`src/rtl/mem_stage_pkg.sv`:
```
// Shared types and constants for the memory pipeline stage.
//   mem_size_t  : access size encoding driven by decode (byte/half/word)
//   mem_state_t : bus-access FSM states
//   is_misaligned() : natural-alignment test used when alignment checking is built in
package mem_stage_pkg;

    localparam int unsigned DATA_WIDTH = 32;
    localparam int unsigned BE_WIDTH   = 4;
    localparam int unsigned REG_WIDTH  = 5;

    typedef enum logic [1:0] {
        SZ_BYTE = 2'd0,
        SZ_HALF = 2'd1,
        SZ_WORD = 2'd2
    } mem_size_t;

    typedef enum logic [1:0] {
        S_IDLE   = 2'd0,
        S_CMD    = 2'd1,
        S_RDWAIT = 2'd2
    } mem_state_t;

    // True when the access is not naturally aligned for its size.
    function automatic logic is_misaligned(input mem_size_t size, input logic [1:0] addr_lo);
        case (size)
            SZ_BYTE: is_misaligned = 1'b0;
            SZ_HALF: is_misaligned = addr_lo[0];
            default: is_misaligned = (addr_lo != 2'b00);
        endcase
    endfunction

endpackage

```
`src/rtl/mem_stage_align.sv`:
```
// Combinational byte-lane logic for the memory stage.
//   addr_lo    in  : low two address bits of the access
//   size       in  : access size
//   load_u     in  : zero-extend sub-word loads when set
//   store_data in  : raw store operand
//   rdata      in  : raw bus read data
//   be         out : byte enables for the access
//   wdata      out : store data replicated across lanes
//   load_data  out : lane-extracted, extended load result
// Half-word accesses ignore lane bit 0 and word accesses ignore the lane
// entirely, so low address bits are effectively forced aligned.
module mem_stage_align
    import mem_stage_pkg::*;
#(
    parameter bit BIG_ENDIAN = 1'b0
) (
    input  logic [1:0]  addr_lo,
    input  mem_size_t   size,
    input  logic        load_u,
    input  logic [31:0] store_data,
    input  logic [31:0] rdata,
    output logic [3:0]  be,
    output logic [31:0] wdata,
    output logic [31:0] load_data
);

    logic [1:0]  lane;
    logic [1:0]  lane_h;
    logic [7:0]  byte_v;
    logic [15:0] half_v;

    assign lane   = BIG_ENDIAN ? (addr_lo ^ 2'b11) : addr_lo;
    assign lane_h = {lane[1], 1'b0};

    // Lane selection for loads.
    always_comb begin
        case (lane)
            2'd0:    byte_v = rdata[7:0];
            2'd1:    byte_v = rdata[15:8];
            2'd2:    byte_v = rdata[23:16];
            default: byte_v = rdata[31:24];
        endcase
        half_v = lane_h[1] ? rdata[31:16] : rdata[15:0];
    end

    // Byte enables, store replication and load extension.
    always_comb begin
        be        = 4'hF;
        wdata     = store_data;
        load_data = rdata;
        case (size)
            SZ_BYTE: begin
                be        = 4'b0001 << lane;
                wdata     = {4{store_data[7:0]}};
                load_data = {{24{byte_v[7] & ~load_u}}, byte_v};
            end
            SZ_HALF: begin
                be        = 4'b0011 << lane_h;
                wdata     = {2{store_data[15:0]}};
                load_data = {{16{half_v[15] & ~load_u}}, half_v};
            end
            default: begin
                be        = 4'hF;
                wdata     = store_data;
                load_data = rdata;
            end
        endcase
    end

endmodule

```
`src/rtl/mem_stage.sv`:
```
// Memory pipeline stage: drives the data bus for loads/stores, stalls the
// pipe until the access completes, and registers results toward write-back.
//   clock, reset         : single clock, synchronous active-high reset
//   in_valid .. inval_dest_reg : EX/MEM instruction fields
//   stall                : hold EX/MEM and upstream (combinational)
//   dmem_*               : data-memory bus; requests are combinational
//   wb_*                 : registered MEM/WB outputs
// Build option MEM_ALIGN_CHECK_EN: misaligned half/word accesses skip the
// bus, retire in one cycle without a register write and raise wb_misalign.
module mem_stage
    import mem_stage_pkg::*;
#(
    parameter int unsigned ADDR_WIDTH = 32,
    parameter bit          BIG_ENDIAN = 1'b0
) (
    input  logic                  clock,
    input  logic                  reset,
    input  logic                  in_valid,
    input  logic [31:0]           ex_result,
    input  logic [31:0]           ex_result_2,
    input  logic                  load_inst,
    input  logic                  store_inst,
    input  logic [1:0]            mem_size,
    input  logic                  load_u,
    input  logic [4:0]            dest_reg,
    input  logic                  dest_reg_valid,
    input  logic                  inval_dest_reg,
    output logic                  stall,
    output logic [ADDR_WIDTH-1:0] dmem_addr,
    output logic [31:0]           dmem_wdata,
    output logic [3:0]            dmem_be,
    output logic                  dmem_rd,
    output logic                  dmem_wr,
    input  logic                  dmem_waitrequest,
    input  logic [31:0]           dmem_rdata,
    input  logic                  dmem_rdvalid,
`ifdef MEM_ALIGN_CHECK_EN
    output logic                  wb_misalign,
`endif
    output logic                  wb_valid,
    output logic [31:0]           wb_result,
    output logic [4:0]            wb_dest_reg,
    output logic                  wb_dest_reg_valid
);

    mem_state_t  state, state_next;
    mem_size_t   size;
    logic        misalign;
    logic        mem_op;
    logic        advance;
    logic [31:0] load_data;

    assign size = mem_size_t'(mem_size);

`ifdef MEM_ALIGN_CHECK_EN
    assign misalign = (load_inst | store_inst) & is_misaligned(size, ex_result[1:0]);
`else
    assign misalign = 1'b0;
`endif

    assign mem_op    = in_valid & (load_inst | store_inst) & ~misalign;
    assign dmem_addr = {ex_result[ADDR_WIDTH-1:2], 2'b00};

    mem_stage_align #(
        .BIG_ENDIAN (BIG_ENDIAN)
    ) u_align (
        .addr_lo    (ex_result[1:0]),
        .size       (size),
        .load_u     (load_u),
        .store_data (ex_result_2),
        .rdata      (dmem_rdata),
        .be         (dmem_be),
        .wdata      (dmem_wdata),
        .load_data  (load_data)
    );

    // State register.
    always_ff @(posedge clock) begin
        if (reset) state <= S_IDLE;
        else       state <= state_next;
    end

    // Next state, bus requests and stall. The request is held in S_CMD
    // because stall freezes EX/MEM, keeping address/data/enables stable.
    always_comb begin
        state_next = state;
        dmem_rd    = 1'b0;
        dmem_wr    = 1'b0;
        stall      = 1'b0;
        case (state)
            S_IDLE, S_CMD: begin
                if (mem_op) begin
                    dmem_rd = load_inst;
                    dmem_wr = store_inst & ~load_inst;
                    if (dmem_waitrequest) begin
                        stall      = 1'b1;
                        state_next = S_CMD;
                    end else if (load_inst & ~dmem_rdvalid) begin
                        stall      = 1'b1;
                        state_next = S_RDWAIT;
                    end else begin
                        state_next = S_IDLE;
                    end
                end else begin
                    state_next = S_IDLE;
                end
            end
            S_RDWAIT: begin
                if (dmem_rdvalid) state_next = S_IDLE;
                else              stall      = 1'b1;
            end
            default: state_next = S_IDLE;
        endcase
        if (reset) begin
            dmem_rd = 1'b0;
            dmem_wr = 1'b0;
            stall   = 1'b0;
        end
    end

    assign advance = in_valid & ~stall;

    // MEM/WB register.
    always_ff @(posedge clock) begin
        if (reset) begin
            wb_valid          <= 1'b0;
            wb_result         <= 32'h0;
            wb_dest_reg       <= 5'd0;
            wb_dest_reg_valid <= 1'b0;
`ifdef MEM_ALIGN_CHECK_EN
            wb_misalign       <= 1'b0;
`endif
        end else begin
            wb_valid <= advance;
            if (advance) begin
                wb_result         <= (load_inst & ~misalign) ? load_data : ex_result;
                wb_dest_reg       <= dest_reg;
                wb_dest_reg_valid <= dest_reg_valid & ~inval_dest_reg & ~misalign;
`ifdef MEM_ALIGN_CHECK_EN
                wb_misalign       <= misalign;
`endif
            end else begin
                wb_dest_reg_valid <= 1'b0;
`ifdef MEM_ALIGN_CHECK_EN
                wb_misalign       <= 1'b0;
`endif
            end
        end
    end

endmodule
```
`config.mk`:
```
export PLATFORM = sky130hd
export DESIGN_NAME = mem_stage
export DESIGN_NICKNAME = d
export VERILOG_FILES = /design/src/rtl/mem_stage_pkg.sv /design/src/rtl/mem_stage_align.sv /design/src/rtl/mem_stage.sv
export SDC_FILE = /design/constraint.sdc
export NUM_CORES = 1
export LEC_CHECK = 0
export BUFFER_PORTS_ARGS = -buffer_cell sky130_fd_sc_hd__buf_2
export CAP_MARGIN = 15
export CORE_ASPECT_RATIO = 1.5
export CORE_MARGIN = 2
export CORE_UTILIZATION = 42
export DETAILED_ROUTE_END_ITERATION = 16
export PLACE_DENSITY = 0.83
export SYNTH_ARGS = -nofsm -noshare
export SYNTH_HDL_FRONTEND = slang
export SYNTH_SLANG_ARGS = --single-unit
```
`constraint.sdc`:
```
create_clock -name clock -period 2.56 [get_ports clock]
set_clock_uncertainty 0.15 [all_clocks]
set_input_delay 0.128 -clock clock [delete_from_list [all_inputs] [get_ports clock]]
set_output_delay 0.128 -clock clock [all_outputs]
set_load 0.01 [all_outputs]
```
== Word level (Yosys, flattened, before mapping) ==
Cells that the tools add are included.
Widths: inputs -> output; s select.
Cells by class
  eq/ne operators: 6
  bitwise operators: 14
  shift-type cells: 2
  multiplexer cells: 23
  reduce and logical (&&, ||, !) cells: 5
Operator list (number)
  $pmux 32 s2: 2
  $mux 32: 1
  $pmux 8 s3: 1
  $mux 16: 1
  $mux 1: 11
  $mux 2: 4
  $pmux 4 s2: 1
  $and 1x1->1: 7
  $eq 2x1->1 const B: 3
  $logic_not 2->1: 3
  $not 1->1: 6
  $eq 2x2->1 const B: 2
  $pmux 2 s2: 1
  $reduce_or 2->1: 2
  $shl 1x2->4 const A: 1
  $shl 2x2->4 const A: 1
  $ne 2x2->1 const B: 1
  $pmux 1 s2: 1
  $or 1x1->1: 1
Word-level totals
  input port bits: 113
  output and inout bits: 110
  word-level logic and storage cells: 55
  register bits after elaboration: 41

== Longest topological paths before layout ==
Gate-level depths: netlist of the first run.
  depth after elaboration: 11
  depth in mapped cells: 7
  depth with buffers taken out: 4

== By module ==
Synthesis of the first run repeated with hierarchy kept, for this count alone.
Second synthesis, totals
  cell total of the unflattened synthesis: 386
  area, all modules: 3410.8 um2
By module, submodules not included
  mem_stage: instances 1, sequential area each 820.8 um2, area an instance 2227.1 um2, cells an instance 216
  mem_stage_align: instances 1, sequential area each 0.0 um2, area an instance 1183.6 um2, cells an instance 170

== Worst setup path before layout of the first run ==
No wires, ideal clock.
  kind: register to register
  from: register state[1]
  to: register wb_result[10]
  path buffers: 2
  cell stages (with the launch flop): 7
  data required time: 2.293 ns
  arrival time: 1.538 ns
  setup time: 0.117 ns
  setup slack: 0.755 ns
  period minus slack after synthesis: 1.805 ns
  cells stage by stage: dfxtp_1 -> nor3b_2 -> o221ai_2 -> and4b_1 -> buf_2 -> buf_2 -> a32o_1
Between the ends
  word-level cells in the longest chain between the ends: 6
  elaborated cells between the ends (all ways): 8
  classes of those cells: eq/ne: 2; mux: 2; bitwise: 2; reduce/logical: 2
Ends and longest elaborated chain
  start: declaration: line mem_stage.sv:46  | mem_state_t state, state_next;
  start signal: assignment: line mem_stage.sv:80  | else state <= state_next;
  $eq 2x1->1 or $logic_not 2->1 (tied branches): line mem_stage.sv:90  | case (state)
  $reduce_or 2->1: line mem_stage.sv:90
  $pmux 1 s2 (*): line mem_stage.sv:90
  $mux 1 (*): line mem_stage.sv:114  | if (reset) begin
  $not 1->1 (*): line mem_stage.sv:121  | assign advance = in_valid & ~stall;
  $and 1x1->1 (*): line mem_stage.sv:121
  end signal: assignment: line mem_stage.sv:136  | wb_result <= (load_inst & ~misalign) ? load_data : ex_result;
  end: declaration: line mem_stage.sv:41  | output logic [31:0] wb_result,
Every way passes the cells marked *; elsewhere a longest branch is shown, timed or not.
A chain may end at the register's enable or synchronous reset.

== Final worst setup path of the first run ==
  from: input port dmem_rdvalid
  to: register wb_result[13]
Between the ends
  word-level cells in the longest chain between the ends: 9
  elaborated cells between the ends (all ways): 10
  classes of those cells: mux: 6; bitwise: 4
Ends and longest elaborated chain
  start: declaration: line mem_stage.sv:36  | input logic dmem_rdvalid,
  $not 1->1: line mem_stage.sv:98  | end else if (load_inst & ~dmem_rdvalid) begin
  $and 1x1->1: line mem_stage.sv:98
  $mux 1: line mem_stage.sv:98
  $mux 1: line mem_stage.sv:95  | if (dmem_waitrequest) begin
  $mux 1: line mem_stage.sv:92  | if (mem_op) begin
  $pmux 1 s2 (*): line mem_stage.sv:90
  $mux 1 (*): line mem_stage.sv:114
  $not 1->1 (*): line mem_stage.sv:121
  $and 1x1->1 (*): line mem_stage.sv:121
Marks and branches as above.

==> reports/qor.csv, run 1 <==
metric,value,unit
status,"finished, final reports clean",
flip-flop count of the largest register after layout,32,
root buffer cell,clkbuf_16,
Rows,39,
Buf/Inv on CP,2,
# Post-CTS Setup Buffers,0,
"top cells by count, synth","41 x buf_4, 41 x dfxtp_1, 35 x nand2_1, 24 x a32o_1, 24 x or2_2",
drt first pass iters,4,
Die ar.,8389,um^2
post-synth top area cell,dfxtp_1,
Cells after Synth,395,
"non-filler cells, final",669,
Net Switching,0.6077,mW
post-synth cell types,44,
crit-path max FO,26,
Clock Sinks,41,
DP HPWL,8299,um
Hold Crit Class,in2reg,
CP endpoint kind,flop,
"CP delay by family, top",simple AND/OR/NAND/NOR gates,
crit-path max cell delay,0.68,ns
Max-Cap Viols,0,
fin crit share,0.8240,
CTS tree,done,
Slew @ Worst Pin,0.6381,ns
Worst path slowest cell,and4b_2,
initial drt markers,224,
final WL,10920,um
leakage power,2.127,nW
final setup vio count,0,
largest cells by area after synthesis,"dfxtp_1 26%, buf_4 9.6%, a32o_1 7.5%",
DRC,0,
Worst Path Required,2.64,ns
share of layout cells above drive strength 1,0.4965,
Synth-to-Final Area Change,33.61,%
Die W,75.46,um
Synth top area share,0.2552,
gr usage total,0.2526,
core area,7515,um^2
Crit path arrival time,2.19,ns
Routed Antenna Nets,0,
CP cell instances,dlygate4sd3_1 > buf_2 > nor2b_1 > o221ai_2 > and4b_2 > a32o_1,
Post-Syn Area,3217,um^2
Slew Limit Fails,0,
unrepaired setup endpoints after global routing,false,
largest net degree at the start of global routing,50,
Gate power share,0.313,
setup_tns,0,ns
highest clock rate,0.4741,GHz
first-pass GRT wire length,16250,um
routed via count,3572,
GRT overflow,0,
Yosys reg bits,41,
Async SR Flop Fraction,0,
"Reg clk slew, reported paths",0.06,ns
total power divided by cell area,456.0,nW/um^2
Pint,1.352,mW
r2r setup slk,0.58,ns
Post-synth EDFFs,0,
H-tree depth,2,
number of synthesis warnings,0,
Final Instance Area,4298,um^2
min cycle time layout,2.109,ns
vias in the first global route,3343,
Net Sw Frac,0.3101,
Clock Power Share,0.326,
initial antenna violation count,1,
"Top FF cell, synth",dfxtp_1,
"Clk Latency, worst-skew pair",0.29,ns
placed instance count,648,
Buffers on Ports,220,
chip height,111.2,um
# IOs,223,
Post-layout nets,679,
Starting Density,0.4281,
mean post-synth cell area,8.144,um^2
Avg Vias per Cell,5.339,
Crit Path Class,in2reg,
Flop pwr share,0.361,
gp weighted congestion,0.8380,
startpoint types,primary input,
routed length per instance,16.32,um
final hold slack,0.008131,ns
Max-slew headroom,0.5737,
"Hold Vio Cnt, Final",0,
"Seq/Total Area, Yosys",0.2552,
Placed Area,4021,um^2
CTS Buf Count,5,
Final Power,1.960,mW
maximum VDD drop,0.0002562,V
Clock Tree Buf Depth,2,
==> per-layer routing <==
layer  GRT usage  vias to the layer above  share of wire
li1            -                     1740              -
met1      0.2819                     1621           0.37
met2      0.4475                      193           0.53
met3     0.05909                       18          0.080
met4     0.09006                        0          0.028
met5           0                        -              0
==> cells in the final DEF (no fill, tap or decap), drive strengths merged, types with 13 or more instances in the layout <==
cell | Yosys | final
a32o | 24 | 24
buf | 55 | 225
dfxtp | 41 | 41
dlygate4sd3 | 0 | 13
inv | 21 | 21
mux2 | 16 | 16
mux2i | 15 | 15
nand2 | 35 | 35
nand3 | 13 | 13
o211ai | 16 | 16
o21ai | 22 | 22
o32ai | 14 | 14
or2 | 24 | 24
==> power by group through the flow <==
stage          Clock [mW]  Combinational [mW]  Sequential (mW)
4_1_cts             0.641               0.614            0.708
6_report            0.638               0.613            0.708
3_5_place_dp            0               0.597            0.722
3_3_place_gp            0               0.586            0.721
2_1_floorplan           0               0.352            0.742
5_1_grt             0.662               0.668            0.713
==> worst paths after layout <==
check,from,end,cells past startpoint
worst min register to register,wb_result[18],wb_result[18],1
worst min-delay path,dmem_rdata[6],wb_result[6],3
worst max register to register,state[1],wb_result[13],4
worst max-delay path,dmem_rdvalid,wb_result[13],6
==> cells by family (layout without fill, tap and decap cells) <==
| group | Yosys count | after routing | synth area share |
|---|---|---|---|
| and+or+nand+nor | 120 | 120 | 0.2073 |
| AOI/OAI and AO/OA | 104 | 104 | 0.2505 |
| buffers and inverters | 96 | 266 | 0.1692 |
| DFF | 41 | 41 | 0.2552 |
| muxes | 33 | 33 | 0.1167 |
| other | 1 | 3 | 0.001166 |
==> area by class of cell <==
class,instances,area (um^2)
diodes,1,2.502
clock buffers,7,142.6
fillers,698,3217
inverters,21,78.83
multi-input cells,259,1857
flip-flops and latches,41,820.8
well taps,102,127.6
repair buffers,238,1269
==> timing repair <==
item | CTS | global route
hold buffers | 13 | 0
hold endpoints to repair | 11 | 0
gates resized for setup | 0 | 1
endpoints found under the setup margin | 0 | 24
==> tightest hold or removal path, cell delays in order <==
cell and delay [ns]:
buf_2 0.09, a211oi_1 0.07, o32ai_1 0.12
==> through the flow <==
| stage | util | setup slack (ns) |
|---|---|---|
| detailed placement | 0.5351 | 0.2879 |
| floorplan | - | 0.7548 |
| global placement | 0.5351 | 0.3509 |
| global route | 0.5719 | 0.3118 |
| CTS | 0.5714 | 0.1507 |
| finish | 0.5719 | 0.4506 |
Power figures use the tool's default switching activity.
==> run 2: changes to the inputs <==
--- a/config.mk
+++ b/config.mk
@@ -9,9 +9,9 @@
 export CAP_MARGIN = 15
 export CORE_ASPECT_RATIO = 1.5
 export CORE_MARGIN = 2
-export CORE_UTILIZATION = 42
+export CORE_UTILIZATION = 38
 export DETAILED_ROUTE_END_ITERATION = 16
-export PLACE_DENSITY = 0.83
+export PLACE_DENSITY = 0.8
 export SYNTH_ARGS = -nofsm -noshare
 export SYNTH_HDL_FRONTEND = slang
 export SYNTH_SLANG_ARGS = --single-unit
==> constraint.sdc (replaced) <==
create_clock -name clock -period 1.8 [get_ports clock]
set_clock_uncertainty 0.15 [all_clocks]
set_input_delay 0.09 -clock clock [delete_from_list [all_inputs] [get_ports clock]]
set_output_delay 0.09 -clock clock [all_outputs]
set_load 0.01 [all_outputs]
==> run 2 against run 1 <==
The flow now finishes with violations (negative hold slack). Core utilization decreased by 2.8 points. Worst hold slack got worse by 0.012 ns. Sequential share of layout area decreased by 0.93 points. Critical path type unchanged. Critical endpoint is now wb_result[5].
==> reports/qor.csv, run 2 (synthesis results as in run 1) <==
metric,value,unit
status,"complete, but fails checks",
failing checks,negative hold slack,
diodes inserted,0,
Crit Path Class,in2reg,
Placed Area,4223,um^2
crit-path max FO,13,
Hold Crit Start,dmem_rdata[5],
root buffer cell,clkbuf_16,
core area,8310,um^2
routed length per instance,16.47,um
initial antenna violation count,0,
first-pass GRT wire length,17480,um
Routed Antenna Nets,0,
total power divided by cell area,613.1,nW/um^2
Clock Tree Buf Depth,2,
"CP delay by family, top",buffers and inverters,
GRT overflow,0,
Register Area,822.0,um^2
launch point of the worst reg-to-reg path,state[0],
"Clk Latency, worst-skew pair",0.28,ns
Buf/Inv on CP,2,
Hold Path End,wb_result[5],
leakage power,2.240,nW
drt first pass iters,5,
r2r endpoint,wb_result[8],
"Hold Vio Cnt, Final",1,
GRT Max-Usage Layer,met2,
Multi-input gate area,1878,um^2
Max-Cap Viols,0,
CP cell instances,dlygate4sd3_1 > buf_2 > o221a_2 > or4_1 > o32ai_1,
CTS Buf Count,5,
Hold Crit Class,in2reg,
Die W,79.13,um
Clock Sinks,41,
final hold slack,-0.003720,ns
Crit path arrival time,1.82,ns
final setup vio count,0,
"commonest non-fill, non-tap cell in the layout",buf_2,
routed via count,3726,
Die ar.,9233,um^2
Avg Vias per Cell,5.377,
gp weighted congestion,0.8506,
crit-path max cell delay,0.55,ns
fin crit share,0.9985,
DP HPWL,8762,um
maximum VDD drop,0.0005424,V
H-tree depth,2,
Reg2Reg Depth,4,
"Reg clk slew, reported paths",0.05,ns
Starting Density,0.3871,
initial drt markers,235,
largest net degree at the start of global routing,49,
Post-layout nets,700,
Final Instance Area,4524,um^2
share of layout cells above drive strength 1,0.5154,
r2r setup slk,0.03,ns
highest clock rate,0.5564,GHz
flip-flop count of the largest register after layout,32,
Buffers on Ports,220,
chip height,116.7,um
Worst Path Required,1.83,ns
final WL,11410,um
met1 usage,0.2488,
Hold Crit Depth,3,
grt met3 use,0.04328,
unrepaired setup endpoints after global routing,true,
min cycle time layout,1.797,ns
Synth-to-Final Area Change,40.65,%
Slew Limit Fails,0,
# IOs,223,
Final Power,2.774,mW
most frequent cells in the layout,"220 x buf_2, 40 x dfxtp_1, 34 x nand2_1",
Worst path slowest cell,dlygate4sd3_1,
Rows,41,
startpoint types,primary input,
CP endpoint kind,flop,
CTS tree,done,
vias in the first global route,3559,
gr usage total,0.2408,
met2 usage,0.4695,
fillers,801,
DRC,0,
[run 2: repair_timing]
action | CTS | global route
endpoints found under the hold margin | 14 | 0
setup endpoints to repair | 21 | 37
hold buffers | 15 | 0
gates cloned | 0 | 0
pin swaps | 1 | 2
buffers inserted | 1 | 1
gates resized for setup | 0 | 3
[run 2: final cells by class]
| cell class | count | share of cell area |
|---|---|---|
| clock buffer | 5 | 0.02765 |
| inverter | 21 | 0.01742 |
| sequential | 41 | 0.1817 |
| timing repair buffer | 259 | 0.3274 |
| multi-input combinational | 259 | 0.4151 |
| tap | 107 | 0.02959 |
| clock inverter | 1 | 0.001106 |
[run 2: how the worst max path moves through the flow]
stage	from	endpoint	slack, ns	depth (start not counted)
3_3_place_gp	state[1]	wb_result[26]	0.03	5
3_5_place_dp	state[1]	wb_result[8]	-0.009	5
6_report	dmem_waitrequest	wb_result[5]	0.003	5
4_1_cts	state[1]	wb_result[5]	0.002	4
2_1_floorplan	state[1]	wb_result[10]	0.002	5
5_1_grt	dmem_waitrequest	wb_result[5]	-0.02	5
[run 2: metrics by stage]
| stage | TNS [ns] | hold WS (ns) | util | setup slack (ns) | std cells |
|---|---|---|---|---|---|
| after floorplan | 0 | 0.04078 | - | 0.002108 | 396 |
| after global placement | 0 | 0.1755 | 0.5081 | 0.03059 | 670 |
| after detailed placement | -0.05511 | 0.1780 | 0.5081 | -0.009313 | 670 |
| after CTS | 0 | 0.0005283 | 0.5428 | 0.002011 | 692 |
| after global routing | -0.08648 | 0.01591 | 0.5444 | -0.02272 | 693 |
| final | 0 | -0.003720 | 0.5444 | 0.002682 | 693 |
[run 2: metal layers]
metal,routed length (um),up-vias
li1,-,1780
met1,4061,1718
met2,6133,203
met3,900,25
met4,319,0
met5,0,-
[run 2: worst min-delay path: cells and delay by family]
kind / cells / cell delay, ns
compound gates: 2 / 0.21
buf+inv: 1 / 0.08
[run 2: power breakdown]
group	internal, mW	switching (mW)
clock network	0.495	0.334
logic	0.450	0.488
registers	0.975	0.0318
total	1.92	0.855
==> run 3: changes to the inputs <==
--- a/config.mk
+++ b/config.mk
@@ -9,9 +9,9 @@
 export CAP_MARGIN = 15
 export CORE_ASPECT_RATIO = 1.5
 export CORE_MARGIN = 2
-export CORE_UTILIZATION = 38
+export CORE_UTILIZATION = 35
 export DETAILED_ROUTE_END_ITERATION = 16
-export PLACE_DENSITY = 0.8
+export PLACE_DENSITY = 0.74
 export SYNTH_ARGS = -nofsm -noshare
 export SYNTH_HDL_FRONTEND = slang
 export SYNTH_SLANG_ARGS = --single-unit
==> run 3 against run 2 <==
The run now ends clean. Largest power group unchanged. Clock-buffer cell count is the same. Register-to-register slack about the same. Worst hold slack improved by 0.0070 ns. Combinational power down 1%. Sequential cell count is the same. Via count fell by 2.4%. Critical path type is now reg2reg.
==> reports/qor.csv, run 3 (synthesis results as in run 1) <==
metric,value,unit
Buffers on Ports,220,
Die W,82.28,um
DRC,0,
total power divided by cell area,621.6,nW/um^2
flip-flop count of the largest register after layout,32,
# IOs,223,
Worst path slowest cell,or4b_4,
final cell utilization of the core,0.5103,
crit-path max cell delay,0.50,ns
Placed Area,4177,um^2
Post-layout nets,698,
Slew Limit Fails,0,
Starting Density,0.3622,
launch point of the worst reg-to-reg path,state[1],
startpoint types,flop,
H-tree depth,2,
fillers,848,
CP Launch Point,state[1],
Max-Cap Viols,0,
CTS tree,done,
Crit Path Class,reg2reg,
first-pass GRT wire length,17030,um
"Clk Latency, worst-skew pair",0.29,ns
root buffer cell,clkbuf_16,
initial drt markers,132,
Rows,42,
largest net degree at the start of global routing,37,
Clock Sinks,41,
routed length per instance,16.33,um
min cycle time layout,1.762,ns
Routed Antenna Nets,0,
gr usage total,0.2236,
Die ar.,9989,um^2
core area,8881,um^2
unrepaired setup endpoints after global routing,true,
Clock Tree Buf Depth,2,
Final Instance Area,4532,um^2
status,"finished, final reports clean",
maximum VDD drop,0.0005878,V
final WL,11370,um
CTS Buf Count,5,
Slew @ Worst Pin,0.5237,ns
final hold slack,0.003238,ns
gp weighted congestion,0.8536,
chip height,121.4,um
Crit path arrival time,1.85,ns
post-route setup slack,0.03753,ns
CP cell instances,or4b_4 > and2_4 > a21oi_4 > buf_12 > a32o_1,
Hold Crit Class,in2reg,
highest clock rate,0.5674,GHz
DP HPWL,8929,um
setup_tns,0,ns
Setup WS pre-CTS,0.02076,ns
"Hold Vio Cnt, Final",0,
routed via count,3635,
Worst Path Required,1.88,ns
fin crit share,0.9791,
Hold Crit Start,ex_result[16],
GRT overflow,0,
initial antenna violation count,1,
# Post-CTS Setup Buffers,0,
diodes inserted,0,
vias in the first global route,3544,
Avg Vias per Cell,5.223,
leakage power,2.230,nW
"commonest non-fill, non-tap cell in the layout",buf_2,
drt first pass iters,4,
share of layout cells above drive strength 1,0.5051,
Max-slew headroom,0.6501,
CP endpoint kind,flop,
final setup vio count,0,
"Reg clk slew, reported paths",0.06,ns
Synth-to-Final Area Change,40.88,%
crit-path max FO,24,
most frequent cells in the layout,"220 x buf_2, 40 x dfxtp_1, 34 x nand2_1",
[run 3: timing repair]
| action | 4_1_cts | 5_1_grt |
|---|---|---|
| hold buffers | 20 | 0 |
| endpoints found under the setup margin | 0 | 38 |
| hold endpoints to repair | 18 | 0 |
| gates resized for setup | 0 | 3 |
[run 3: layout make-up]
cell class,instances,area [um^2],share of cell area
flip-flops and latches,41,822.0,0.1814
multi-input cells,259,1884,0.4158
clock inverters,3,17.52,0.003865
inverters,21,78.83,0.01739
clock buffers,5,125.1,0.02761
repair buffers,257,1466,0.3236
well taps,110,137.6,0.03037
[run 3: final timing paths]
kind | depth (start not counted) | endpoint | slack, ns
worst max-delay path | 5 | wb_result[12] | 0.04
worst min-delay path | 3 | wb_result[16] | 0.003
worst max register to register | 5 | wb_result[12] | 0.04
worst min register to register | 1 | wb_result[21] | 0.31
[run 3: worst max-delay path: cells and delay by family (launching register included)]
family,cells,cell delay (ns)
AO/OA/AOI/OAI,2,0.31
buffers and inverters,1,0.18
flip-flops,1,0.35
AND/OR/NAND/NOR,2,0.72
[run 3: metal layers]
layer / global-route usage / up-vias / share of wire
li1: - / 1784 / -
met1: 0.2329 / 1654 / 0.35
met2: 0.4078 / 172 / 0.53
met3: 0.06250 / 23 / 0.091
met4: 0.08750 / 2 / 0.027
met5: 0 / - / 0.0011
[run 3: report_power, final]
part	leakage, nW	internal, mW	switching [mW]
Combinational	1.82	0.445	0.479
Sequential	0.338	0.974	0.0352
Clock	0.0696	0.508	0.375
[run 3: through the flow]
stage | power [mW] | std cells
6_report | 2.817 | 696
5_1_grt | 2.953 | 696
4_1_cts | 2.823 | 696
3_5_place_dp | 1.917 | 668
3_3_place_gp | 1.896 | 668
2_1_floorplan | 1.560 | 396
